===== src/rtl/cmos_nor_srff_bank.sv =====
// Bank of WIDTH independent set/reset flip-flops with NOR-latch semantics.
// It provides complementary outputs, selectable S=R=1 resolution, and registered conflict status.
module cmos_nor_srff_bank #(
  parameter int WIDTH = 4,
  parameter int MODE  = 0,
  parameter int CNT_W = 8
) (
  input  logic             clk,
  input  logic             rst,
  input  logic             en,
  input  logic [WIDTH-1:0] s,
  input  logic [WIDTH-1:0] r,
  input  logic             clr_cnt,
  output logic [WIDTH-1:0] q,
  output logic [WIDTH-1:0] qn,
  output logic             nor_all,
  output logic             conflict,
  output logic [CNT_W-1:0] conflict_cnt
);

  if (WIDTH < 1 || WIDTH > 32) begin : g_bad_width
    $error("cmos_nor_srff_bank: WIDTH must be in 1..32");
  end
  if (MODE < 0 || MODE > 3) begin : g_bad_mode
    $error("cmos_nor_srff_bank: MODE must be in 0..3");
  end
  if (CNT_W < 2 || CNT_W > 16) begin : g_bad_cnt_w
    $error("cmos_nor_srff_bank: CNT_W must be in 2..16");
  end

  localparam logic [CNT_W-1:0] CNT_MAX = '1;

  logic [WIDTH-1:0] r_q;
  logic             r_nor_all;
  logic             r_conflict;
  logic [CNT_W-1:0] r_cnt;

  logic [WIDTH-1:0] w_q_next;
  logic             w_conflict;

  // S=R=1 resolution is a per-channel function of the current bit only.
  always_comb begin
    w_q_next = r_q;
    if (en) begin
      for (int i = 0; i < WIDTH; i++) begin
        case ({s[i], r[i]})
          2'b10:   w_q_next[i] = 1'b1;
          2'b01:   w_q_next[i] = 1'b0;
          2'b11: begin
            case (MODE)
              1:       w_q_next[i] = 1'b1;
              2:       w_q_next[i] = 1'b0;
              3:       w_q_next[i] = ~r_q[i];
              default: w_q_next[i] = r_q[i];
            endcase
          end
          default: w_q_next[i] = r_q[i];
        endcase
      end
    end
  end

  assign w_conflict = en & (|(s & r));

  // nor_all is taken from the next state so it matches q in the same cycle.
  always_ff @(posedge clk) begin
    if (rst) begin
      r_q        <= '0;
      r_nor_all  <= 1'b1;
      r_conflict <= 1'b0;
    end else begin
      r_q        <= w_q_next;
      r_nor_all  <= ~(|w_q_next);
      r_conflict <= w_conflict;
    end
  end

  // A clear on the same edge as a conflict leaves the count at zero.
  always_ff @(posedge clk) begin
    if (rst) begin
      r_cnt <= '0;
    end else if (clr_cnt) begin
      r_cnt <= '0;
    end else if (w_conflict && (r_cnt != CNT_MAX)) begin
      r_cnt <= r_cnt + 1'b1;
    end
  end

  assign q            = r_q;
  assign qn           = ~r_q;
  assign nor_all      = r_nor_all;
  assign conflict     = r_conflict;
  assign conflict_cnt = r_cnt;

endmodule


===== config.mk =====
export PLATFORM = sky130hd
export DESIGN_NAME = cmos_nor_srff_bank
export DESIGN_NICKNAME = d
export VERILOG_FILES = /design/src/rtl/cmos_nor_srff_bank.sv
export SDC_FILE = /design/constraint.sdc
export NUM_CORES = 1
export LEC_CHECK = 0
export CAP_MARGIN = 30
export CORE_UTILIZATION = 42
export DETAILED_ROUTE_END_ITERATION = 8
export PLACE_DENSITY = 0.85
export REMOVE_ABC_BUFFERS = 1
export SYNTH_ARGS = -nofsm -noshare
export SYNTH_HDL_FRONTEND = slang
export SYNTH_SLANG_ARGS = --single-unit
export TNS_END_PERCENT = 50

===== constraint.sdc =====
create_clock -name clk -period 2.1 [get_ports clk]
set_clock_uncertainty 0.05 [all_clocks]
set_input_delay 0.315 -clock clk [delete_from_list [all_inputs] [get_ports clk]]
set_output_delay 0.315 -clock clk [all_outputs]
set_load 0.02 [all_outputs]

==> metrics.md, run 1 <==
| Metric | Value |
|---|---|
| Die H | `44.9 µm` |
| Fraction of layout instances using a drive strength above 1 | `0.107` |
| Antenna Nets Post-Route | `0` |
| Fill cells | `153` |
| Top Ports | `30` |
| Clock Latency Late Sink | `0.28 ns` |
| Final wirelength | `1740 µm` |
| CTS Hold Bufs | `0` |
| Critical path launch point type | `primary input` |
| RSZ-0062 raised after global routing | `false` |
| Fin crit period | `1.78 ns` |
| Via count | `761` |
| Post-Syn Area | `774 µm²` |
| Die X | `44.9 µm` |
| Area contributors post-synth | `dfxtp_1, ha_1, inv_1` |
| CTS clock-pin slew for the worst setup and hold paths | `0.08 ns` |
| Area grow syn2layout | `45.7%` |
| Total track usage | `0.189` |
| Pwr/cell area | `516 nW/µm²` |
| Final Hold Viols | `0` |
| Peak supply drop | `315 µV` |
| Post-synth EDFFs | `0` |
| Vias in the first global route | `705` |
| Die area | `2020 µm²` |
| FF-to-FF setup slack | `0.60 ns` |
| CP Class | `primary input to flop` |
| Via-per-instance ratio | `5.21` |
| CP endpoint kind | `flop` |
| Area leader, netlist | `dfxtp_1` |
| Largest net degree at the start of global routing | `9` |
| PnR Total Power | `0.000583 W` |
| Max-slew violations | `0` |
| Synthesized flop and latch total | `14` |
| TritonCTS buffer count | `3` |
| Seq/Total Area, Yosys | `0.362` |
| Lkg Pwr | `0.460 nW` |
| Post-CTS Setup Repair Bufs | `0` |
| CTS sink cnt | `14` |
| Yosys top cell area share | `0.362` |
| Starting Density | `0.449` |
| Status | `completed` |
| Resized cells post-CTS | `0` |
| Crit path max-delay cell type | `o41a_2` |
| DP Wirelength | `1360 µm` |
| Ant. Diodes | `0` |
| Clk buf depth | `2` |
| Row Count | `15` |
| Total core area | `1730 µm²` |
| Cell count after synthesis | `88` |
| CP Max Fanout | `6` |
| Nets@finish | `143` |
| TritonCTS clock tree | `yes` |
| Htree depth | `1` |
| Crit path DAT | `1.94 ns` |
| GP Congestion | `0.857` |
| WP buf/inv | `1` |
| Global-route wire length before repair | `2730 µm` |
| CP delay by family, top | `compound AO/OA/AOI/OAI gates` |
| Fmax | `563 MHz` |
| Setup TNS | `0 ns` |
| Cell-by-cell trace of the critical path | `clkdlybuf4s50_1 > ha_1 > o41a_2 > o21ai_2 > o21ai_0 > a21oi_1` |
| Synth cell types | `27` |
| Port bufs | `29` |
| Hold Path Class | `flop to flop` |
| Endpoints failing setup | `0` |
| Initial DRC Count | `13` |
| Worst path max stage delay | `0.53 ns` |
| # Max-Cap Violations | `0` |
| Worst-margin pin slew | `0.278 ns` |
| WP data required | `2.27 ns` |
| Prevailing post-synth register cell | `dfxtp_1` |
| Post-route clock period utilization | `0.845` |
| Warnings from Yosys | `0` |
| GR Overflow Total | `0` |
| Post-route DRC violation count | `0` |
| Routed len/inst | `11.9 µm` |
| Ys async rst share | `0` |
| Syn avg cell area | `8.80 µm²` |
| Slew HR | `0.814` |
| Initial antenna violation count | `0` |
| Root Driver | `clkbuf_4` |
| Drt pass-1 iters | `4` |
| List of most frequent post-synthesis cells | `dfxtp_1, inv_1, ha_1` |
-- through the flow --
step                      instances  utilization  setup WS [ns]  cell area (µm²)  hold slack, ns
after floorplan                  86            -          0.520              756           0.337
after global placement          142        0.633         0.0730             1090           0.459
after detailed placement        142        0.633         0.0280             1090           0.464
after CTS                       146        0.654          0.321             1130           0.478
after global routing            146        0.654          0.254             1130           0.519
final                           146        0.654          0.325             1130           0.473
-- placed cells by master, fill, tap and decap left out, types with 2 or more instances in the layout --
cell / instances
clkdlybuf4s50_1: 29
a21oi_1: 6
nand2_1: 2
buf_4: 2
inv_1: 14
nor2_1: 7
dfxtp_1: 14
o21ai_0: 4
clkbuf_4: 3
a31oi_1: 7
or2_2: 2
nand3_1: 4
ha_1: 9
and3_1: 3
-- registers in the layout (all words and copies together), names as in the netlist --
register      flops
conflict_cnt      8
q                 4
conflict          1
nor_all           1
-- layer usage --
| layer | track usage | share of wire |
|---|---|---|
| met1 | 0.194 | 0.43 |
| met2 | 0.342 | 0.49 |
| met3 | 0.0520 | 0.055 |
| met4 | 0.103 | 0.019 |
| met5 | 0 | 0 |
-- cell families after synthesis --
kind of cell,Yosys count,synth area share
AO/OA/AOI/OAI,24,0.229
AND/OR/NAND/NOR,24,0.160
buffers and inverters,16,0.0921
flip-flops,14,0.362
adder cells (fa/ha/maj),9,0.145
XOR/XNOR,1,0.0113
-- where the power goes --
group / internal [W] / leakage (nW) / switching, W
Clock: 0.000106 / 0.0210 / 0.0000895
Sequential: 0.000272 / 0.114 / 0.00000354
Combinational: 0.0000565 / 0.326 / 0.0000551
-- path summary, 6_finish.rpt --
check | end | cells after the start | start
worst max-delay path | conflict_cnt[4] | 6 | s[0]
worst min-delay path | conflict_cnt[1] | 2 | conflict_cnt[1]
worst min register to register | conflict_cnt[1] | 2 | conflict_cnt[1]
worst max register to register | conflict_cnt[4] | 5 | conflict_cnt[0]
-- worst min-delay path: stages (launching register included) --
cell and delay [ns]:
dfxtp_1 0.35, nand3_1 0.07, o21ai_0 0.07
-- final cells by class --
type | instances | area [µm²] | share of cell area
clock buffer | 4 | 36.3 | 0.0322
inverter | 14 | 52.6 | 0.0466
multi-input combinational | 58 | 423 | 0.375
sequential | 14 | 280 | 0.248
tap | 25 | 31.3 | 0.0277
timing repair buffer | 31 | 305 | 0.271
No activity file was read; power rests on OpenSTA's default activity.
==> run 2: changes to the inputs <==
--- a/config.mk
+++ b/config.mk
@@ -6,9 +6,9 @@
 export NUM_CORES = 1
 export LEC_CHECK = 0
 export CAP_MARGIN = 30
-export CORE_UTILIZATION = 42
+export CORE_UTILIZATION = 38
 export DETAILED_ROUTE_END_ITERATION = 8
-export PLACE_DENSITY = 0.85
+export PLACE_DENSITY = 0.82
 export REMOVE_ABC_BUFFERS = 1
 export SYNTH_ARGS = -nofsm -noshare
 export SYNTH_HDL_FRONTEND = slang
==> constraint.sdc (replaced) <==
create_clock -name clk -period 1.6 [get_ports clk]
set_clock_uncertainty 0.05 [all_clocks]
set_input_delay 0.24 -clock clk [delete_from_list [all_inputs] [get_ports clk]]
set_output_delay 0.24 -clock clk [all_outputs]
set_load 0.02 [all_outputs]
==> run 2 against run 1 <==
Compared with the run above:
- critical path depth is 4 lower
- global-route usage up 2.7 points
- power rose by 35%
- cell count up 4.1%
- first-iteration DRC count down 46%
- combinational power increased by 51%
- flip-flop and latch count stayed put
- count of clock-buffer cells in the layout unchanged
- largest cell class unchanged
- cell area up 11%
- critical endpoint is now qn[1]
==> metrics.md, run 2 (synthesized netlist as in run 1, its figures left out) <==
| Metric | Value |
|---|---|
| Worst path max stage delay | `0.60 ns` |
| Max reg flops | `8` |
| Hold Path Class | `flop to flop` |
| Nets@finish | `149` |
| Worst-margin pin slew | `0.299 ns` |
| Status | `completed` |
| Die area | `2220 µm²` |
| CTS sink cnt | `14` |
| Initial DRC Count | `7` |
| Initial antenna violation count | `0` |
| Final Hold Viols | `0` |
| Drt pass-1 iters | `3` |
| Lkg Pwr | `0.600 nW` |
| Die X | `47.1 µm` |
| Critical path launch point type | `flop` |
| FF/Latch Area | `280 µm²` |
| Pwr/cell area | `629 nW/µm²` |
| Routed len/inst | `13.4 µm` |
| Crit path DAT | `1.27 ns` |
| CP Max Fanout | `2` |
| Vias in the first global route | `781` |
| CP Class | `flop to output pin` |
| GP Congestion | `0.842` |
| Max-slew violations | `0` |
| CTS Hold Bufs | `0` |
| CP endpoint kind | `output pin` |
| Area occupied by multi-input gates | `489 µm²` |
| Total core area | `1820 µm²` |
| GR Overflow Total | `0` |
| Largest net degree at the start of global routing | `9` |
| Die H | `47.1 µm` |
| WP data required | `1.31 ns` |
| Total track usage | `0.215` |
| # Max-Cap Violations | `0` |
| Port bufs | `29` |
| Row Count | `15` |
| Final wirelength | `2040 µm` |
| Fill cells | `143` |
| Via-per-instance ratio | `5.18` |
| WP buf/inv | `2` |
| DP Wirelength | `1550 µm` |
| Root Driver | `clkbuf_4` |
| Antenna Nets Post-Route | `0` |
| Peak supply drop | `482 µV` |
| Clk buf depth | `2` |
| Post-route clock period utilization | `0.973` |
| Ant. Diodes | `0` |
| Endpoints failing setup | `0` |
| PnR Total Power | `0.000786 W` |
| TritonCTS buffer count | `3` |
| Slew HR | `0.800` |
| Fin crit period | `1.56 ns` |
| TritonCTS clock tree | `yes` |
| Htree depth | `1` |
| Clock Latency Late Sink | `0.28 ns` |
| Setup TNS | `0 ns` |
| Starting Density | `0.425` |
| CP delay by family, top | `buffers and inverters` |
| CTS clock-pin slew for the worst setup and hold paths | `0.08 ns` |
| Global-route wire length before repair | `3220 µm` |
| Cell-by-cell trace of the critical path | `inv_1 > clkdlybuf4s50_1` |
| Crit path max-delay cell type | `clkdlybuf4s50_1` |
| Top Ports | `30` |
| Area grow syn2layout | `61.4%` |
| Fraction of layout instances using a drive strength above 1 | `0.181` |
| Fmax | `642 MHz` |
| Post-route DRC violation count | `0` |
| Via count | `787` |
| Commonest non-fill, non-tap cells in the layout | `inv_1, dfxtp_1, clkdlybuf4s50_1, dlygate4sd2_1, dlymetal6s2s_1` |
[run 2: cell types whose count changed in the layout (fill, tap and decap cells not counted), sizes merged]
cell           change
dlygate4sd2       +10
buf                +6
dlymetal6s2s       +9
clkdlybuf4s50     -19
[run 2: worst paths after layout]
check             slack (ns)         endpoint            start  depth (start not counted)
setup / recovery        0.04            qn[1]             q[1]                          2
hold / removal          0.49  conflict_cnt[2]  conflict_cnt[2]                          2
setup reg to reg        0.17  conflict_cnt[4]  conflict_cnt[0]                          5
hold reg to reg         0.49  conflict_cnt[2]  conflict_cnt[2]                          2
[run 2: routing by layer]
metal  track usage  up-vias  wire, µm  share of wire
met5             0        -         0              0
met1         0.224      365       775           0.38
li1              -      386         -              -
met4         0.137        0        75          0.037
met2         0.383       27      1070           0.52
met3        0.0538        9       122          0.060
[run 2: area by class of cell]
class / instances / area share
well taps: 25 / 0.0250
inverters: 14 / 0.0420
multi-input cells: 58 / 0.391
repair buffers: 37 / 0.288
clock buffers: 4 / 0.0290
flip-flops and latches: 14 / 0.224
[run 2: worst min-delay path, cell delays in order, from the launching register on]
cell	delay (ns)
dfxtp_1	0.35
o21ai_0	0.08
a21oi_1	0.06
[run 2: report_power, final]
group,total [W],switching [W],internal [W]
sequential,0.000363,0.00000561,0.000358
clock,0.000254,0.000116,0.000139
combinational,0.000169,0.0000843,0.0000843
total,0.000786,0.000206,0.000581
[run 2: stage by stage]
stage	hold slack (ns)	utilization	worst slack, ns	cells	instance area (µm²)
floorplan	0.262	-	0.0950	86	756
global placement	0.457	0.625	-0.349	148	1140
detailed placement	0.469	0.625	-0.411	148	1140
CTS	0.486	0.663	-0.0174	152	1210
global route	0.520	0.687	-0.0149	152	1250
finish	0.485	0.687	0.0431	152	1250
[run 2: timing repair]
action	CTS	global route
endpoints found under the hold margin	0	0
pin swaps	4	3
gates resized for setup	19	11
endpoints found under the setup margin	14	10
setup buffers	0	0
==> run 3: changes to the inputs <==
--- a/config.mk
+++ b/config.mk
@@ -5,8 +5,10 @@
 export SDC_FILE = /design/constraint.sdc
 export NUM_CORES = 1
 export LEC_CHECK = 0
+export ABC_AREA = 1
 export CAP_MARGIN = 30
-export CORE_UTILIZATION = 38
+export CORE_ASPECT_RATIO = 0.9
+export CORE_UTILIZATION = 39
 export DETAILED_ROUTE_END_ITERATION = 8
 export PLACE_DENSITY = 0.82
 export REMOVE_ABC_BUFFERS = 1
==> run 3 against run 2 <==
Compared with the run above:
- combinational power increased by 12%
- non-clock buffer count fell by 3
- count of clock-buffer cells in the layout unchanged
- sequential power up 2%
- flip-flop and latch count is the same
- core utilization down 5.8 points
- sequential share of layout area is 0.41 points higher
- maximum frequency grew 0.59%
- clock power up 2%
- register-to-register slack got worse by 0.02 ns
- critical path type unchanged
- largest power group unchanged
==> metrics.md, run 3 <==
| Metric | Value |
|---|---|
| Via-per-instance ratio | `4.74` |
| Hold Slack | `0.458 ns` |
| Synthesized flop and latch total | `14` |
| Htree depth | `1` |
| CP delay by family, top | `buffers and inverters` |
| Syn avg cell area | `6.88 µm²` |
| Post-synth EDFFs | `0` |
| Pwr/cell area | `661 nW/µm²` |
| Top Ports | `30` |
| Commonest non-fill, non-tap cells in the layout | `nand2_1, inv_1, clkdlybuf4s50_1, nor2_1, dfxtp_1` |
| Max reg flops | `8` |
| Prevailing post-synth register cell | `dfxtp_1` |
| Die area | `2340 µm²` |
| Lkg Pwr | `0.605 nW` |
| Ys async rst share | `0` |
| Status | `completed` |
| Area leader, netlist | `dfxtp_1` |
| Root Driver | `clkbuf_4` |
| List of most frequent post-synthesis cells | `nand2_1, inv_1, nor2_1` |
| Post-Syn Area | `840 µm²` |
| Initial DRC Count | `14` |
| GR Overflow Total | `0` |
| Die X | `50.9 µm` |
| Nets@finish | `181` |
| Cell-by-cell trace of the critical path | `clkdlybuf4s50_1` |
| Final Hold Viols | `0` |
| Fraction of layout instances using a drive strength above 1 | `0.107` |
| Die H | `46.0 µm` |
| Most common cell after layout, fill and taps aside | `nand2_1` |
| Slew HR | `0.842` |
| Area grow syn2layout | `47.5%` |
| Via count | `872` |
| Antenna Nets Post-Route | `0` |
| Resized cells post-CTS | `5` |
| Post-CTS Setup Repair Bufs | `0` |
| WP data required | `1.31 ns` |
| CTS sink cnt | `14` |
| Crit path max-delay cell type | `clkdlybuf4s50_1` |
| Fmax | `646 MHz` |
| Row Count | `15` |
| Total track usage | `0.214` |
| TritonCTS clock tree | `yes` |
| Routed len/inst | `11.3 µm` |
| CP Class | `flop to output pin` |
| Peak supply drop | `591 µV` |
| Starting Density | `0.426` |
| CTS clock-pin slew for the worst setup and hold paths | `0.09 ns` |
| Critical path launch point type | `flop` |
| CP endpoint kind | `output pin` |
| Vias in the first global route | `863` |
| Worst path max stage delay | `0.61 ns` |
| GP Congestion | `0.843` |
| # Max-Cap Violations | `0` |
| Ant. Diodes | `0` |
| RSZ-0062 raised after global routing | `false` |
| TritonCTS buffer count | `3` |
| Hold Path Class | `flop to flop` |
| Max-slew violations | `0` |
| CTS Hold Bufs | `0` |
| Post-route clock period utilization | `0.967` |
| Cell count after synthesis | `122` |
| Endpoints failing setup | `0` |
| Fin crit period | `1.55 ns` |
| Drt pass-1 iters | `4` |
| Initial antenna violation count | `0` |
| Dpl cell area | `1190 µm²` |
| Largest net degree at the start of global routing | `10` |
| Area contributors post-synth | `dfxtp_1, nand2_1, ha_1` |
| Warnings from Yosys | `0` |
| Count leader, synth | `nand2_1` |
| Worst-margin pin slew | `0.235 ns` |
| Final wirelength | `2080 µm` |
| Clock Latency Late Sink | `0.29 ns` |
| Post-route DRC violation count | `0` |
| DP Wirelength | `1630 µm` |
| WP buf/inv | `1` |
| Fin area | `1240 µm²` |
| Port bufs | `29` |
| Seq/Total Area, Yosys | `0.334` |
| Total core area | `1970 µm²` |
| Clk buf depth | `2` |
| CP Max Fanout | `3` |
| Crit path DAT | `1.26 ns` |
| Synth cell types | `18` |
| Global-route wire length before repair | `3570 µm` |
| Yosys top cell area share | `0.334` |
==> run 3: routing by layer <==
layer / part of all wire / vias up / track usage
li1: - / 454 / -
met1: 0.45 / 387 / 0.247
met2: 0.48 / 22 / 0.363
met3: 0.035 / 9 / 0.0533
met4: 0.032 / 0 / 0.122
met5: 0 / - / 0
==> run 3: kinds of logic (layout without fill, tap and decap cells) <==
logic type,Yosys count,in the layout,synth area share
buffers and inverters,20,57,0.0939
AND/OR/NAND/NOR,65,65,0.347
AO/OA/AOI/OAI,13,13,0.0805
flip-flops,14,14,0.334
XOR/XNOR,1,1,0.0104
adder cells (fa/ha/maj),9,9,0.134
==> run 3: final cells by class <==
type / count / area (µm²)
Sequential cell: 14 / 283
Fill cell: 184 / 732
Inverter: 19 / 71.3
Clock buffer: 4 / 36.3
Multi-Input combinational cell: 88 / 483
Timing Repair Buffer: 34 / 334
Tap cell: 25 / 31.3
==> run 3: path summary, 6_finish.rpt <==
kind,start,endpoint,slack (ns),depth (start not counted)
worst max register to register,conflict_cnt[0],conflict_cnt[1],0.15,7
worst min register to register,conflict_cnt[0],conflict_cnt[0],0.46,2
worst max-delay path,conflict_cnt[7],conflict_cnt[7],0.05,1
worst min-delay path,conflict_cnt[0],conflict_cnt[0],0.46,2
==> run 3: stage by stage <==
stage | setup WS [ns] | util | instances | TNS [ns] | power (W)
final | 0.0523 | 0.629 | 184 | 0 | 0.000818
after global routing | 0.00850 | 0.629 | 184 | 0 | 0.000863
after CTS | 0.000871 | 0.620 | 184 | 0 | 0.000826
after detailed placement | -0.155 | 0.604 | 180 | -1.24 | 0.000568
after global placement | -0.0934 | 0.604 | 180 | -0.645 | 0.000563
after floorplan | 0.135 | - | 121 | 0 | 0.000468
==> run 3: power breakdown <==
group	leakage, nW	internal, W	total (W)	switching [W]
Clock	0.0210	0.000139	0.000259	0.000120
Sequential	0.115	0.000363	0.000371	0.00000769
Combinational	0.469	0.0000904	0.000189	0.0000982
Total	0.605	0.000592	0.000818	0.000226
